==> src/rtl/if_stage_pkg.sv <==
// Shared CPU constants and helpers used by the fetch stage and its IF/ID register.
package if_stage_pkg;

    localparam logic [31:0] NOP_INSTR = 32'h0000_0013;
    localparam int unsigned PC_STEP   = 4;

    function automatic logic [15:0] sat_inc16(input logic [15:0] v);
        return (v == 16'hFFFF) ? v : v + 16'd1;
    endfunction

endpackage

==> src/rtl/if_stage_if_id_reg.sv <==
// IF/ID pipeline register: captures a fetched instruction, inserts a NOP bubble,
// or holds, and counts every valid instruction it delivers.
module if_id_reg
    import if_stage_pkg::*;
#(
    parameter int PC_WIDTH = 16
) (
    input  logic                clk,
    input  logic                rst_n,
    input  logic                load_i,
    input  logic                bubble_i,
    input  logic                hold_i,
    input  logic [31:0]         instr_i,
    input  logic [PC_WIDTH-1:0] pc_i,
    input  logic [PC_WIDTH-1:0] pc4_i,
    output logic [31:0]         instr_o,
    output logic [PC_WIDTH-1:0] pc_o,
    output logic [PC_WIDTH-1:0] pc4_o,
    output logic                valid_o,
    output logic [15:0]         count_o
);

    logic [31:0]         instr_q, instr_d;
    logic [PC_WIDTH-1:0] pc_q, pc_d;
    logic [PC_WIDTH-1:0] pc4_q, pc4_d;
    logic                valid_q, valid_d;
    logic [15:0]         count_q, count_d;

    // A bubble wins over hold; its PC fields keep their old values since valid=0.
    always_comb begin
        instr_d = instr_q;
        pc_d    = pc_q;
        pc4_d   = pc4_q;
        valid_d = valid_q;
        count_d = count_q;
        if (bubble_i) begin
            instr_d = NOP_INSTR;
            valid_d = 1'b0;
        end else if (load_i && !hold_i) begin
            instr_d = instr_i;
            pc_d    = pc_i;
            pc4_d   = pc4_i;
            valid_d = 1'b1;
            count_d = sat_inc16(count_q);
        end
    end

    always_ff @(posedge clk or negedge rst_n) begin
        if (!rst_n) begin
            instr_q <= NOP_INSTR;
            pc_q    <= '0;
            pc4_q   <= '0;
            valid_q <= 1'b0;
            count_q <= 16'd0;
        end else begin
            instr_q <= instr_d;
            pc_q    <= pc_d;
            pc4_q   <= pc4_d;
            valid_q <= valid_d;
            count_q <= count_d;
        end
    end

    assign instr_o = instr_q;
    assign pc_o    = pc_q;
    assign pc4_o   = pc4_q;
    assign valid_o = valid_q;
    assign count_o = count_q;

endmodule

==> src/rtl/if_stage.sv <==
// Instruction fetch stage: PC register with next-PC selection (advance, hold,
// redirect) feeding the IF/ID register; instruction memory sits outside.
module if_stage
    import if_stage_pkg::*;
#(
    parameter int                  PC_WIDTH = 16,
    parameter logic [PC_WIDTH-1:0] RESET_PC = '0
) (
    input  logic                clk,
    input  logic                rst_n,
    input  logic                stall,
    input  logic                redirect,
    input  logic [PC_WIDTH-1:0] redirect_pc,
    input  logic                flush,
    output logic [PC_WIDTH-1:0] im_pc,
    input  logic [31:0]         im_instr,
    output logic [31:0]         id_instr,
    output logic [PC_WIDTH-1:0] id_pc,
    output logic [PC_WIDTH-1:0] id_pc4,
    output logic                id_valid,
    output logic                misalign_err,
    output logic [15:0]         fetch_count
);

    logic [PC_WIDTH-1:0] pc_q, pc_d;
    logic [PC_WIDTH-1:0] pc_plus4;
    logic                misalign_q, misalign_d;
    logic                bubble;
    logic                load;

    assign pc_plus4 = pc_q + PC_WIDTH'(PC_STEP);
    assign bubble   = redirect | flush;
    assign load     = ~stall & ~bubble;

    // Redirect beats stall; the target is forced word-aligned.
    always_comb begin
        pc_d       = pc_q;
        misalign_d = misalign_q;
        if (redirect) begin
            pc_d = {redirect_pc[PC_WIDTH-1:2], 2'b00};
            if (redirect_pc[1:0] != 2'b00) begin
                misalign_d = 1'b1;
            end
        end else if (!stall) begin
            pc_d = pc_plus4;
        end
    end

    always_ff @(posedge clk or negedge rst_n) begin
        if (!rst_n) begin
            pc_q       <= RESET_PC;
            misalign_q <= 1'b0;
        end else begin
            pc_q       <= pc_d;
            misalign_q <= misalign_d;
        end
    end

    assign im_pc        = pc_q;
    assign misalign_err = misalign_q;

    if_id_reg #(
        .PC_WIDTH (PC_WIDTH)
    ) u_if_id_reg (
        .clk      (clk),
        .rst_n    (rst_n),
        .load_i   (load),
        .bubble_i (bubble),
        .hold_i   (stall),
        .instr_i  (im_instr),
        .pc_i     (pc_q),
        .pc4_i    (pc_plus4),
        .instr_o  (id_instr),
        .pc_o     (id_pc),
        .pc4_o    (id_pc4),
        .valid_o  (id_valid),
        .count_o  (fetch_count)
    );

endmodule

==> config.mk <==
export PLATFORM = sky130hd
export DESIGN_NAME = if_stage
export DESIGN_NICKNAME = d
export VERILOG_FILES = /design/src/rtl/if_stage_pkg.sv /design/src/rtl/if_stage_if_id_reg.sv /design/src/rtl/if_stage.sv
export SDC_FILE = /design/constraint.sdc
export NUM_CORES = 1
export LEC_CHECK = 0
export BUFFER_PORTS_ARGS = -buffer_cell sky130_fd_sc_hd__buf_4
export CORE_AREA = 4 4 93 95
export CTS_CLUSTER_SIZE = 10
export DETAILED_ROUTE_END_ITERATION = 6
export DIE_AREA = 0 0 97 99
export GPL_TIMING_DRIVEN = 0
export PLACE_DENSITY_LB_ADDON = 0.05
export SLEW_MARGIN = 20
export SYNTH_ARGS = -nofsm -noshare
export SYNTH_HDL_FRONTEND = slang
export SYNTH_SLANG_ARGS = --single-unit
==> constraint.sdc <==
create_clock -name clk -period 2.7 [get_ports clk]
set_clock_uncertainty 0.1 [all_clocks]
set_input_delay 0.54 -clock clk [delete_from_list [all_inputs] [get_ports clk]]
set_output_delay 0.54 -clock clk [all_outputs]
set_load 0.005 [all_outputs]
==> results.yml <==
critical_path:
  cpPeakStageDelay_ns: 0.52
  r2r-start: "im_pc[5]"
  crit_start: "im_pc[5]"
  arrival_ns: 2.36
  slowest_stage: "nor4_1"
  crit_required_ns: 2.86
  worst-path-max-fanout: 10
  worst-path-stages: 5
  critical_path_buf_inv_count: 1
  crit_family: "simple AND/OR/NAND/NOR gates"
  start_kind: "flip-flop"
  critical_path.endpoint: "im_pc[14]"
  rr_worst_depth: 5
  worstReg2RegEnd: "im_pc[14]"
  reg2reg_slack_ns: 0.50
  worstSetupEndpointType: "flip-flop"
  cp_cell_sequence: "clkbuf_1 -> nand3_1 -> nor4_1 -> xor2_1 -> mux2_2"
  crit_type: "flip-flop to flip-flop"
final_layout:
  final_util: 0.712
  fin_area_sq_um: 5500
  drive_above_1_share: 0.328
  mostFrequentLayoutCells: "buf_4 (150), dfrtp_1 (89), nand2_1 (83)"
  area_delta_synth_final_pct: 36.9
  mostFrequentLayoutCell: "buf_4"
  diodes: 0
  final.fill_count: 607
  num-nets-final: 602
clock_network:
  ctsResizeCount: 0
  htree_levels: 3
  insertion_delay_ns: 0.37
  clock_sinks: 92
  clock_path_buffers: 2
  postCtsSetupBuffers: 0
  clock_tree.root_cell: "clkbuf_8"
  ctsHoldBuffers: 0
  cts_buffers: 9
  clk_pin_slew_ns: 0.09
  cts_tree: "done"
pwr:
  p_total_w: 0.00344
  max-vdd-ir-drop_mv: 0.324
  p_leak_nw: 2.70
  power_density_nw_per_um2: 626
detailed_routing:
  wl_microns: 10500
  drtIter0Drc: 161
  first_pass_iters: 4
  wl_per_cell_microns: 16.0
  routed-via-count: 3377
  drc: 0
  final_antenna_net_count: 0
  via_per_inst: 5.16
sta:
  setup-violations-final: 0
  holdWs_ns: 0.0352
  fin_crit_ns: 2.20
  fin_crit_sh: 0.814
  maxSlewViolCount: 0
  tns_ns: 0
  slew-limit-headroom: 0.551
  hold_viol_final: 0
  worstMarginPinSlew_ns: 0.669
  fmax_mhz: 455
  grt_setup_unrepaired: "false"
place:
  dp_hpwl_microns: 7710
  io_buffers: 144
  routabilityCongestion: 0.879
  detailed_place.area_sq_um: 5270
floorplanning:
  fp-row-count: 32
  start_util: 0.520
  die_w_microns: 97
  coreArea_sq_um: 7730
  ios: 151
  dieArea_sq_um: 9600
  fp.dieH_microns: 99
status:
  status: "finished clean"
global_routing:
  grt_pass1_wl_microns: 17200
  grt_use_total: 0.222
  grt_overflow: 0
  antenna_found_initial: 0
  grt_max_degree: 55
  grt_pass1_vias: 3461
flow_run:
  cap_violations: 0
min_path:
  hold_path_class: "primary input to async pin"
synth:
  syn_area_per_cell_sq_um: 10.4
  synth_seq_cells: 92
  ys_warn_count: 0
  synth_ff_type: "dfrtp_1"
  yosysUniqueCellTypes: 38
  synthCells: 386
  synth_area_sq_um: 4020
  synthArstFlopShare: 1.00
  synth_edf_count: 0
  yosysSeqAreaShare: 0.574
[cell usage after synthesis (3+ instances only)]
| cell | n | share of area |
|---|---|---|
| nor3_1 | 16 | 0.020 |
| clkbuf_1 | 25 | 0.023 |
| inv_1 | 4 | 0.0037 |
| nand4_1 | 6 | 0.0093 |
| dfstp_2 | 3 | 0.020 |
| nor2_1 | 11 | 0.010 |
| a22o_1 | 29 | 0.063 |
| o21ai_0 | 27 | 0.034 |
| dfrtp_1 | 89 | 0.55 |
| mux2_2 | 3 | 0.0084 |
| xor2_1 | 11 | 0.024 |
| nand2_1 | 83 | 0.078 |
| nand3_1 | 11 | 0.014 |
| a21oi_1 | 4 | 0.0050 |
| nor4_1 | 8 | 0.012 |
| buf_4 | 6 | 0.011 |
| xnor2_1 | 23 | 0.050 |
| o22a_1 | 3 | 0.0065 |
[registers in the layout (all words and copies together), names as in the netlist]
signal,cells
u_if_id_reg.pc_o,14
misalign_err,1
u_if_id_reg.valid_o,1
u_if_id_reg.instr_o,32
u_if_id_reg.count_o,16
u_if_id_reg.pc4_o,14
im_pc,14
[final cells by class]
class,count,area [sq um],area share
clock inverters,6,86.3,0.0157
clock buffers,10,138,0.0250
plain buffers,32,144,0.0262
repair buffers,145,1110,0.202
multi-input cells,263,1580,0.287
well taps,102,128,0.0232
inverters,4,15.0,0.00273
flip-flops and latches,92,2310,0.419
[through the flow]
step / setup slack, ns / instances
after detailed placement: 0.293 / 638
after CTS: 0.552 / 654
after global routing: 0.316 / 654
after global placement: 0.302 / 637
final: 0.503 / 654
after floorplan: 0.758 / 391
[per-layer routing]
metal | up-vias | track usage | share of wire
met2 | 137 | 0.364 | 0.48
met1 | 1596 | 0.282 | 0.41
met4 | 0 | 0.0670 | 0.010
li1 | 1633 | - | -
met3 | 11 | 0.0736 | 0.099
met5 | - | 0 | 0
[power breakdown]
group          internal, W  switching [W]
clock             0.000547       0.000495
sequential         0.00154       0.000144
combinational     0.000384       0.000329
[kinds of logic (layout without fill, tap and decap cells)]
| family | after synthesis | after routing | synth area share |
|---|---|---|---|
| and+or+nand+nor | 149 | 149 | 0.177 |
| DFF | 92 | 92 | 0.574 |
| AOI/OAI and AO/OA | 68 | 68 | 0.117 |
| buffers and inverters | 36 | 197 | 0.0395 |
| xor gates and xnor gates | 34 | 34 | 0.0741 |
| muxes | 4 | 4 | 0.0109 |
| adders and majority gates | 2 | 2 | 0.00623 |
| other | 1 | 6 | 0.000933 |
[worst min path at each step]
stage               cells after the start                      end  slack [ns]
floorplan                               0                im_pc[10]        0.14
global placement                        1             misalign_err        0.35
detailed placement                      1             misalign_err        0.35
CTS                                     1  u_if_id_reg.count_o[10]        0.05
global route                            1  u_if_id_reg.count_o[10]        0.06
finish                                  1  u_if_id_reg.count_o[10]        0.04
No activity file was read; power rests on OpenSTA's default activity.
